File: config.mk
export PLATFORM = sky130hd
export DESIGN_NAME = btb_ctrl
export DESIGN_NICKNAME = d
export VERILOG_FILES = /design/src/rtl/btb_pkg.sv /design/src/rtl/btb_mem.sv /design/src/rtl/btb_ctrl.sv
export SDC_FILE = /design/constraint.sdc
export NUM_CORES = 2
export LEC_CHECK = 0
export ABC_CLOCK_PERIOD_IN_PS = 13300
export CAP_MARGIN = 25
export CORE_MARGIN = 3
export CORE_UTILIZATION = 40
export CTS_CLUSTER_SIZE = 8
export DETAILED_ROUTE_END_ITERATION = 16
export PLACE_DENSITY = 0.53
export REMOVE_ABC_BUFFERS = 1
export SETUP_SLACK_MARGIN = 0.05
export SYNTH_ARGS = -nofsm -noshare
export SYNTH_HDL_FRONTEND = slang
export SYNTH_SLANG_ARGS = --single-unit
File: constraint.sdc
create_clock -name clk -period 13.3 [get_ports clk]
set_input_delay 2.66 -clock clk [delete_from_list [all_inputs] [get_ports clk]]
set_output_delay 2.66 -clock clk [all_outputs]
set_load 0.02 [all_outputs]
File: src/rtl/btb_pkg.sv
// Shared types and constants for the branch target buffer controller.
// Entry layout is fixed by the default PC/index widths below.
package btb_pkg;

  localparam int PC_W  = 16;
  localparam int IDX_W = 6;
  localparam int TAG_W = PC_W - IDX_W;
  localparam int DEPTH = 1 << IDX_W;

  typedef logic [1:0] cnt_t;

  localparam cnt_t SNT      = 2'd0;
  localparam cnt_t WNT      = 2'd1;
  localparam cnt_t WT       = 2'd2;
  localparam cnt_t ST       = 2'd3;
  localparam cnt_t CNT_INIT = WT;

  typedef struct packed {
    logic             valid;
    logic [TAG_W-1:0] tag;
    logic [PC_W-1:0]  target;
    cnt_t             cnt;
  } btb_entry_t;

  typedef enum logic {
    CLEAR = 1'b0,
    RUN   = 1'b1
  } btb_state_t;

  // Two-bit saturating direction counter.
  function automatic cnt_t cnt_next(input cnt_t cnt, input logic taken);
    cnt_t res;
    res = cnt;
    if (taken && cnt != ST)
      res = cnt + 2'd1;
    else if (!taken && cnt != SNT)
      res = cnt - 2'd1;
    return res;
  endfunction

endpackage

File: src/rtl/btb_mem.sv
// BTB entry array: two combinational read ports (fetch, update) and one
// synchronous write port.
module btb_mem
  import btb_pkg::*;
(
  input  logic             clk,
  input  logic [IDX_W-1:0] fetch_idx,
  output btb_entry_t       fetch_entry,
  input  logic [IDX_W-1:0] upd_idx,
  output btb_entry_t       upd_entry,
  input  logic             wr_en,
  input  logic [IDX_W-1:0] wr_idx,
  input  btb_entry_t       wr_entry
);

  btb_entry_t mem [DEPTH];

  always_ff @(posedge clk) begin
    if (wr_en)
      mem[wr_idx] <= wr_entry;
  end

  assign fetch_entry = mem[fetch_idx];
  assign upd_entry   = mem[upd_idx];

endmodule

File: src/rtl/btb_ctrl.sv
// Branch target buffer controller: fetch lookup, EX update sequencing,
// post-reset / enable-edge invalidate sweep and mispredict flush.
//
// state | meaning
// CLEAR | sweeping valid=0 over every index, updates blocked, busy=1
// RUN   | lookups and updates served; en rising edge restarts CLEAR
module btb_ctrl
  import btb_pkg::*;
#(
  parameter int   PC_W     = btb_pkg::PC_W,
  parameter int   IDX_W    = btb_pkg::IDX_W,
  parameter cnt_t CNT_INIT = btb_pkg::CNT_INIT
) (
  input  logic            clk,
  input  logic            rst_n,
  input  logic            en,
  input  logic [PC_W-1:0] if_pc,
  output logic            pred_taken,
  output logic [PC_W-1:0] pred_target,
  input  logic            upd_valid,
  output logic            upd_ready,
  input  logic [PC_W-1:0] upd_pc,
  input  logic            upd_taken,
  input  logic [PC_W-1:0] upd_target,
  input  logic            upd_pred_taken,
  input  logic [PC_W-1:0] upd_pred_target,
  output logic            flush,
  output logic [PC_W-1:0] flush_pc,
  output logic            busy
);

  btb_state_t       state, state_nxt;
  logic [IDX_W-1:0] sweep_cnt;
  logic             en_q;

  btb_entry_t       fetch_entry, upd_entry, wr_entry;
  logic             wr_en;
  logic [IDX_W-1:0] wr_idx;

  logic [IDX_W-1:0]    fetch_idx, upd_idx;
  logic [PC_W-IDX_W-1:0] fetch_tag, upd_tag;
  logic                accept, upd_hit, mis;

  assign fetch_idx = if_pc[IDX_W-1:0];
  assign fetch_tag = if_pc[PC_W-1:IDX_W];
  assign upd_idx   = upd_pc[IDX_W-1:0];
  assign upd_tag   = upd_pc[PC_W-1:IDX_W];

  always_ff @(posedge clk) begin
    if (!rst_n) begin
      state     <= CLEAR;
      sweep_cnt <= '0;
      en_q      <= 1'b0;
    end else begin
      state     <= state_nxt;
      en_q      <= en;
      sweep_cnt <= (state == CLEAR) ? sweep_cnt + 1'b1 : '0;
    end
  end

  always_comb begin
    state_nxt = state;
    case (state)
      CLEAR:   if (&sweep_cnt) state_nxt = RUN;
      RUN:     if (en && !en_q) state_nxt = CLEAR;
      default: state_nxt = CLEAR;
    endcase
  end

  always_comb begin
    busy      = (state == CLEAR);
    upd_ready = (state == RUN);
  end

  assign accept  = upd_valid & upd_ready;
  assign upd_hit = upd_entry.valid & (upd_entry.tag == upd_tag);
  assign mis     = (upd_taken != upd_pred_taken) |
                   (upd_taken & upd_pred_taken & (upd_target != upd_pred_target));

  // Sweep owns the write port in CLEAR; writes are dropped while reset is held
  // so an in-flight update never lands.
  always_comb begin
    wr_en    = 1'b0;
    wr_idx   = sweep_cnt;
    wr_entry = '0;
    if (rst_n) begin
      if (state == CLEAR) begin
        wr_en = 1'b1;
      end else if (accept && en) begin
        wr_idx = upd_idx;
        if (upd_hit) begin
          wr_en        = 1'b1;
          wr_entry     = upd_entry;
          wr_entry.cnt = cnt_next(upd_entry.cnt, upd_taken);
          if (upd_taken)
            wr_entry.target = upd_target;
        end else if (upd_taken) begin
          wr_en           = 1'b1;
          wr_entry.valid  = 1'b1;
          wr_entry.tag    = upd_tag;
          wr_entry.target = upd_target;
          wr_entry.cnt    = CNT_INIT;
        end
      end
    end
  end

  btb_mem u_mem (
    .clk         (clk),
    .fetch_idx   (fetch_idx),
    .fetch_entry (fetch_entry),
    .upd_idx     (upd_idx),
    .upd_entry   (upd_entry),
    .wr_en       (wr_en),
    .wr_idx      (wr_idx),
    .wr_entry    (wr_entry)
  );

  assign pred_taken  = (state == RUN) & en & fetch_entry.valid &
                       (fetch_entry.tag == fetch_tag) & fetch_entry.cnt[1];
  assign pred_target = pred_taken ? fetch_entry.target : '0;

  always_ff @(posedge clk) begin
    if (!rst_n) begin
      flush    <= 1'b0;
      flush_pc <= '0;
    end else begin
      flush <= accept & mis;
      if (accept && mis)
        flush_pc <= upd_taken ? upd_target : upd_pc + 1'b1;
    end
  end

endmodule

==> reports/metrics.cfg <==
[grt]
grt_use_met1_pct = 37.6
grt_max_degree = 117
overflow = 0
antenna_found_initial = 13
grt_use_met3_pct = 5.78
grt_busiest_layer = met2
grt_use_met2_pct = 44.3
grt_usage_pct = 27.8
grt_pass1_wl_um = 425000
grt_pass1_vias = 49500

[route]
routed_wl_um = 312000
drt_iter0_markers = 6485
first_pass_iters = 6
num_vias = 49200
post_drt_wl_per_cell_um = 42.7
vias_per_cell = 6.73
ant_nets = 0
drc = 0

[power_and_ir_drop]
internal-power_w = 0.0106
pwr-share-comb_pct = 6.0
leakage_nw = 31.4
ir_drop_v = 0.000139
p_per_area_nw_per_um2 = 135
seq_power_share_pct = 47.4
swShare_pct = 21.7
switchingPower_w = 0.00295
clkPwrFrac_pct = 46.6

[setup_path]
cp-end-kind = output port
cp_top_family = buffers and inverters
path_common_cell = mux4_2
r2r-end = u_mem.mem[56][7]
endpoint = pred_target[12]
cp.required_ns = 10.64
r2r_start = u_mem.mem[3][22]
critPathArrivalTime_ns = 8.11
crit_slowest_cell = clkdlybuf4s50_1
crit_fanout = 84
crit_start = if_pc[1]
worst_setup_path_start_kind = input pin
critPathBufInv = 4
crit_cells = 12
max_stage_delay_ns = 0.62
crit_chain = buf_8, buf_12, mux4_2, mux4_2, mux4_2, xor2_1, nor4_1, nand3_1, nand4b_4, buf_4, nor2b_1, clkdlybuf4s50_1
reg2regPathDepth = 12
critPathKind = input pin to output port
r2r_setup_slack_ns = 6.94

[cts]
cts_tree = built
cts_num_sinks = 1881
clk_pin_slew_ns = 0.05
numCtsBuffers = 285
post_cts_buffers = 0
cts_max_level = 5
cts_buffer_depth = 4
clockRootBuffer = clkbuf_16
cts_hold_buf = 0
ctsResizeCount = 0
clk_latency_ns = 0.93

[final_layout]
layout.nets = 4493
area_delta_synth_final_pct = 15.6
drive_above_1_share_pct = 38.8
mostFrequentLayoutCells = edfxtp_1, mux4_2, clkbuf_16
ff_latch_area_um2 = 56200
layout_commonest_cell = edfxtp_1
fillers = 17700
multi_input_area_um2 = 30600

[worst_hold_path]
hold_class = register to register

[sta]
hold_violations = 0
setup_viol = 0
slew_headroom_pct = 27.2
setup_ws_ns = 2.53
post-route-period-util_pct = 81.0
rsz0062_at_grt = no
hold_ws_ns = 0.507
max_freq_mhz = 92.8
worst_pin_slew_ns = 1.09
fin_crit_ns = 10.77
tns_ns = 0
clock_skew_ns = 0.0564
maxSlewViolCount = 0

[floorplan]
die_y_um = 473
start_util_pct = 40.5
core-area_um2 = 216000
rows = 170
fp.dieW_um = 473
ios = 106
dieArea_um2 = 224000

[synth]
ys_async_sr_fraction_pct = 0
avgSynthCellArea_um2 = 21.2
synth_top_area_cell = edfxtp_1
synth_cell_types = 71
synth_top_area_share_pct = 63.8
syn_area_um2 = 87300
synth.area.top_cells = edfxtp_1, mux4_2, mux2i_1
syn_inst = 4120
synth_edf_count = 1856
ys.flop_type = edfxtp_1
synth_seq_cells = 1881
ys_warn_count = 0
yosysSeqAreaShare_pct = 64.4

[placed_design]
port-buffer-count = 105
gp_congestion = 0.860
dp_slack_ns = 2.48
dpl.hpwl_um = 182000

[run]
cap_violations = 0

[outcome]
outcome = completed

[cell type report]
cell class / count / share of cell area [%]
Antenna cell: 9 / 0.0223
Sequential cell: 1881 / 55.7
Inverter: 11 / 0.0508
Clock inverter: 3 / 0.0335
Timing Repair Buffer: 336 / 3.00
Clock buffer: 330 / 7.38
Tap cell: 2838 / 3.52
Multi-Input combinational cell: 1903 / 30.3
[kinds of logic after synthesis]
kind of cell | share of synthesized area, %
simple gates | 2.01
compound gates | 2.25
flops | 64.4
fa+ha+maj | 0.0716
mux | 28.9
xor+xnor | 0.582
buf+inv | 1.80
[cell usage after synthesis, drive strengths merged, types with 5 or more instances]
library cell,n
dfxtp,25
o31ai,6
inv,8
edfxtp,1856
ha,5
a221oi,8
o21ai,59
buf,150
mux2i,91
a31oi,9
o21a,5
nor3,12
nand4,25
nor2,45
a22oi,33
and2,6
o221ai,14
clkbuf,175
a21oi,113
a211oi,11
xnor2,21
xor2,37
a22o,11
mux4,1075
mux2,10
o211ai,12
nor2b,41
nand3,59
nand2,137
nor4,9
[stage by stage]
step | utilization [%] | std cells | instance area [um2] | total power (W)
final | 46.8 | 7311 | 101000 | 0.0136
after global routing | 46.8 | 7310 | 101000 | 0.0140
after CTS | 46.7 | 7300 | 101000 | 0.0137
after detailed placement | 43.3 | 6967 | 93400 | 0.00738
after global placement | 43.2 | 6965 | 93400 | 0.00738
after floorplan | - | 3795 | 85800 | 0.00693
[registers in the layout (all words and copies together) (netlist names)]
name / cells
en_q: 1
flush: 1
flush_pc: 16
sweep_cnt: 6
u_mem.mem: 1856
upd_ready: 1
[power groups by stage]
stage	sequential (W)	clock (W)	combinational, W
after detailed placement	0.00656	0	0.000816
after global placement	0.00656	0	0.000817
after floorplan	0.00656	0	0.000367
after CTS	0.00645	0.00644	0.000818
final	0.00645	0.00634	0.000813
after global routing	0.00645	0.00667	0.000845
[layer usage]
metal	part of all wire (%)	up-vias	routed length (um)
met5	0.0067	-	21
met4	4.4	4	13900
met3	8.9	574	27900
met2	48	2761	150000
met1	39	27300	121000
li1	-	18600	-
[how the worst min path moves through the flow]
| stage | start | to | slack [ns] | cells after the start |
|---|---|---|---|---|
| 6_report | flush_pc[0] | flush_pc[0] | 0.51 | 1 |
| 3_3_place_gp | flush_pc[0] | flush_pc[0] | 0.48 | 1 |
| 2_1_floorplan | en_q | upd_ready | 0.45 | 1 |
| 4_1_cts | flush_pc[0] | flush_pc[0] | 0.51 | 1 |
| 5_1_grt | flush_pc[0] | flush_pc[0] | 0.53 | 1 |
| 3_5_place_dp | flush_pc[0] | flush_pc[0] | 0.49 | 1 |
[worst reg2reg max path: cells and delay by family, from the launching register on]
family / cells / cell delay [ns]
muxes: 2 / 0.88
AOI/OAI and AO/OA: 5 / 2.24
buffers and inverters: 3 / 1.57
and+or+nand+nor: 2 / 0.83
DFF: 1 / 0.39
No activity file was read; power rests on OpenSTA's default activity.
